File: config.mk
export PLATFORM = sky130hd
export DESIGN_NAME = alu_writeback_buffer
export DESIGN_NICKNAME = d
export VERILOG_FILES = /design/src/rtl/alu_writeback_buffer.sv
export SDC_FILE = /design/constraint.sdc
export NUM_CORES = 1
export LEC_CHECK = 0
export ABC_AREA = 1
export BUFFER_PORTS_ARGS = -buffer_cell sky130_fd_sc_hd__buf_2
export CAP_MARGIN = 5
export CORE_MARGIN = 1
export CORE_UTILIZATION = 35
export DETAILED_ROUTE_END_ITERATION = 8
export GPL_TIMING_DRIVEN = 0
export SETUP_SLACK_MARGIN = 0.02
export SLEW_MARGIN = 20
export SYNTH_ARGS = -nofsm -noshare
export SYNTH_HDL_FRONTEND = slang
export SYNTH_SLANG_ARGS = --single-unit
File: constraint.sdc
create_clock -name clk -period 3.24 [get_ports clk]
set_input_delay 0.162 -clock clk [delete_from_list [all_inputs] [get_ports clk]]
set_output_delay 0.162 -clock clk [all_outputs]
set_load 0.01 [all_outputs]
File: src/rtl/alu_writeback_buffer.sv
// Writeback buffer behind the ALU: captures issued ops, derives {C,Z,N}, queues results toward the register file.
// Optional same-cycle bypass when the queue is empty is enabled with `define ALU_WB_BYPASS_EN.
module alu_writeback_buffer #(
   parameter int unsigned DEPTH = 4,
   parameter int unsigned RD_W  = 5
) (
   input  logic                     clk,
   input  logic                     reset,
   input  logic                     issue_en,
   input  logic [RD_W-1:0]          issue_rd,
   input  logic [32:0]              aluout,
   input  logic                     wb_ready,
   output logic                     wb_valid,
   output logic [RD_W-1:0]          wb_rd,
   output logic [31:0]              wb_data,
   output logic [2:0]               wb_flags,
   output logic                     issue_stall,
   output logic                     overflow_err,
   output logic [$clog2(DEPTH):0]   count
);

   localparam int unsigned AW = $clog2(DEPTH);
   localparam int unsigned CW = AW + 1;
   localparam int unsigned EW = RD_W + 35;
   localparam logic [CW:0] STALL_TH = (CW+1)'(DEPTH - 1);

   logic            p_vld_q;
   logic [RD_W-1:0] p_rd_q;
   logic [AW-1:0]   wr_ptr_q, wr_ptr_d;
   logic [AW-1:0]   rd_ptr_q, rd_ptr_d;
   logic [CW-1:0]   count_q, count_d;
   logic            ovf_q, ovf_d;
   logic [EW-1:0]   mem_q [DEPTH];

   logic [2:0]      cur_flags;
   logic [EW-1:0]   cur_entry;
   logic [EW-1:0]   out_entry;
   logic            out_valid;
   logic            push_req, full, fifo_pop, byp_take, push, drop;
   logic [CW:0]     stall_sum;

   always_comb begin
      cur_flags = {aluout[32], (aluout[31:0] == '0), aluout[31]};
      cur_entry = {p_rd_q, aluout[31:0], cur_flags};
      push_req  = p_vld_q && (p_rd_q != '0);
      full      = (count_q == CW'(DEPTH));
      fifo_pop  = (count_q != '0) && wb_ready;
      out_valid = (count_q != '0);
      out_entry = mem_q[rd_ptr_q];
      byp_take  = 1'b0;
`ifdef ALU_WB_BYPASS_EN
      // Empty queue: present the in-flight result directly; it is only queued if not taken now.
      if ((count_q == '0) && push_req) begin
         out_valid = 1'b1;
         out_entry = cur_entry;
         byp_take  = wb_ready;
      end
`endif
      push     = push_req && !byp_take && (!full || fifo_pop);
      drop     = push_req && full && !fifo_pop;
      wr_ptr_d = wr_ptr_q + AW'(push);
      rd_ptr_d = rd_ptr_q + AW'(fifo_pop);
      count_d  = count_q;
      if (push && !fifo_pop) begin
         count_d = count_q + CW'(1);
      end else if (!push && fifo_pop) begin
         count_d = count_q - CW'(1);
      end
      ovf_d = ovf_q | drop;
   end

   always_ff @(posedge clk) begin
      if (reset) begin
         p_vld_q  <= 1'b0;
         p_rd_q   <= '0;
         wr_ptr_q <= '0;
         rd_ptr_q <= '0;
         count_q  <= '0;
         ovf_q    <= 1'b0;
      end else begin
         p_vld_q  <= issue_en;
         p_rd_q   <= issue_rd;
         wr_ptr_q <= wr_ptr_d;
         rd_ptr_q <= rd_ptr_d;
         count_q  <= count_d;
         ovf_q    <= ovf_d;
      end
   end

   // Storage needs no reset: outputs are masked whenever nothing valid is presented.
   always_ff @(posedge clk) begin
      if (push && !reset) begin
         mem_q[wr_ptr_q] <= cur_entry;
      end
   end

   always_comb begin
      stall_sum   = {1'b0, count_q} + {{CW{1'b0}}, p_vld_q};
      issue_stall = (stall_sum >= STALL_TH);
      wb_valid    = out_valid;
      {wb_rd, wb_data, wb_flags} = out_valid ? out_entry : '0;
      overflow_err = ovf_q;
      count        = count_q;
   end

endmodule
==> metrics.txt <==
Die ar.=0.0201 mm^2; yosys warns=0; max-slew violations=0; CP Capture Type=output pin; required time of the critical path=3.08 ns; Routability Congestion=0.749; post-synth top area share=68.5%; FF-to-FF path depth=5; Die X=142 um; VDD IR-drop max=0.405 mV; DR vias=4551; CTS clk-pin slew, worst paths=0.06 ns; layout cells sized above 1=20.0%; status=complete, no violations; FF-to-FF End=mem_q[1][22]$_DFFE_PP_; cells after synthesis=586; global-route wire length before repair=23.6 mm; DP Cell Count=937; syn avg cell area=11.7 um^2; Final ANT Viol Nets=0; RSZ-0062 raised after global routing=no; slew margin rel.=56.2%; sinks on the clock net=170; Ant. Diodes=0; largest net degree at the start of global routing=24; hold_ws=0.160 ns; fmax=429 MHz; Yosys cell types=20; Tcrit/Tclk final=71.9%; initial core utilization=36.1%; Mapped Area=0.00684 mm^2; DRC=0; Remaining Overflow, GRT=0; post-place setup slack=0.944 ns; IO Count=88; Worst EP arrival=2.17 ns; dpl hpwl=9.68 mm; most frequent cells in the layout=nor2_1, edfxtp_1, buf_2, o21ai_0, a21oi_1; pwr dens=755 mW/mm^2; TritonCTS Buffers=17; Worst setup endpoint=wb_flags[0]; initial antenna violation count=0; detailed-route wire length per cell=15.2 um; Worst Setup Start Kind=register; Crit Path Max Fanout=10; CP startpoint=rd_ptr_q[0]$_SDFF_PP0_; CP Class=reg2out; P&R area growth vs syn=27.0%; Yosys top cell by area=edfxtp_1; Final min period=2.33 ns; clk root buf=clkbuf_16; clock latency on the worst-skew pair=0.42 ns; Seq/Total Area, Yosys=72.6%; Die Height=142 um; commonest non-fill, non-tap cell in the layout=nor2_1; Max-Cap Viols=0; clock skew=0.00668 ns; 1st-pass router iterations=4; Final Hold Fails=0; Final nets=784; Static Leak=3.23 nW; Final setup viols=0; Std-Cell Rows=50; Finished Layout Cells=1009; CTS H-tree lvls=4; Total GRT Usage=16.0%; worst slew pin tran=0.655 ns; vias in the first global route=4555; Max clock buf depth=2; reg2reg start=p_rd_q[4]$_SDFF_PP0_; Hold Path Class=in2reg; Routed WL=15.3 mm; DRT iter0 DRCs=339; Syn Nets=634; Via density=4.51; CTS tree=built; number of port buffers=87; register bit total from synthesis=170; r2r setup slk=0.98 ns; Core Box Area=0.0190 mm^2; final worst slack=0.911 ns; most area-consuming cells after synthesis=edfxtp_1, nor2_1, o21ai_0, dfxtp_1, a21oi_1
## stage by stage
| stage | util (%) | TNS (ns) | instance area (um^2) | total power [mW] |
|---|---|---|---|---|
| 5_1_grt | 45.8 | 0 | 8690 | 6.95 |
| 3_3_place_gp | 40.1 | -133.92 | 7600 | 4.65 |
| 3_5_place_dp | 40.7 | 0 | 7710 | 4.68 |
| 4_1_cts | 45.8 | 0 | 8690 | 6.65 |
| 2_1_floorplan | - | 0 | 6840 | 3.81 |
| 6_report | 45.8 | 0 | 8690 | 6.56 |
## power by group
group | switching, mW | total (mW) | leakage (nW) | internal [mW]
registers | 0.0465 | 2.50 | 1.53 | 2.45
clock network | 0.802 | 1.93 | 0.291 | 1.13
logic | 1.37 | 2.13 | 1.41 | 0.763
total | 2.22 | 6.56 | 3.23 | 4.35
## synth_stat cells
cell      count
fa_1          1
inv_1        20
clkbuf_1     12
buf_2         9
nand3_1       4
inv_4         1
dfxtp_1      14
o21ai_0      61
inv_2         2
nor2_2        1
buf_4         4
nand4_1       1
buf_6         7
a21oi_1      43
xnor2_1       2
o21ai_1      20
nor2_1      199
ha_1          5
nand2_1      24
edfxtp_1    156
## logic make-up (layout without fill, tap and decap cells)
kind of cell	Yosys count	in the layout	share of synthesized area, %
adders and majority gates	6	6	1.21
buffers and inverters	55	218	4.21
AOI/OAI and AO/OA	124	124	9.07
and+or+nand+nor	229	229	12.7
DFF	170	170	72.6
xor gates and xnor gates	2	2	0.256
## sequential cells by signal, summed over array words and instances (netlist names)
register,cells
count,3
mem_q,156
overflow_err,1
p_rd_q,5
p_vld_q,1
rd_ptr_q,2
wr_ptr_q,2
## layout make-up
cell class	instances	area, um^2
buffer	32	199
clock buffer	22	518
clock inverter	10	58.8
fill	1767	10300
inverter	23	88.8
multi-input combinational	361	1620
sequential	170	4960
tap	260	325
timing repair buffer	131	916
## metal layers
metal  up-vias  part of all wire, %  global-route usage, %
li1       2319                    -                      -
met1      2115                   45                   20.0
met2       100                   49                   27.1
met3        17                  4.8                   3.71
met4         0                  1.3                   5.60
met5         -                    0                      0
## critical path: stages (launching register included)
cell and delay [ns]:
dfxtp_1 0.32, buf_6 0.14, inv_4 0.07, clkbuf_1 0.42
o21ai_0 0.18, a21oi_1 0.34, buf_4 0.17, buf_2 0.11
## worst min path at each step
stage | from | endpoint | slack [ns] | cells past startpoint
after CTS | wb_ready | overflow_err$_SDFF_PP0_ | 0.14 | 6
after global placement | reset | overflow_err$_SDFF_PP0_ | 0.35 | 2
after floorplan | reset | overflow_err$_SDFF_PP0_ | 0.23 | 1
final | wb_ready | overflow_err$_SDFF_PP0_ | 0.16 | 6
after global routing | wb_ready | overflow_err$_SDFF_PP0_ | 0.21 | 6
after detailed placement | reset | overflow_err$_SDFF_PP0_ | 0.36 | 2
## what timing repair did
| action | 4_1_cts | 5_1_grt |
|---|---|---|
| setup buffers | 0 | 0 |
| resized for setup | 0 | 0 |
| hold buffers | 40 | 0 |
| endpoints found under the setup margin | 0 | 0 |
| hold endpoints to repair | 139 | 0 |
Note: power is estimated with default switching activity, not from simulation.
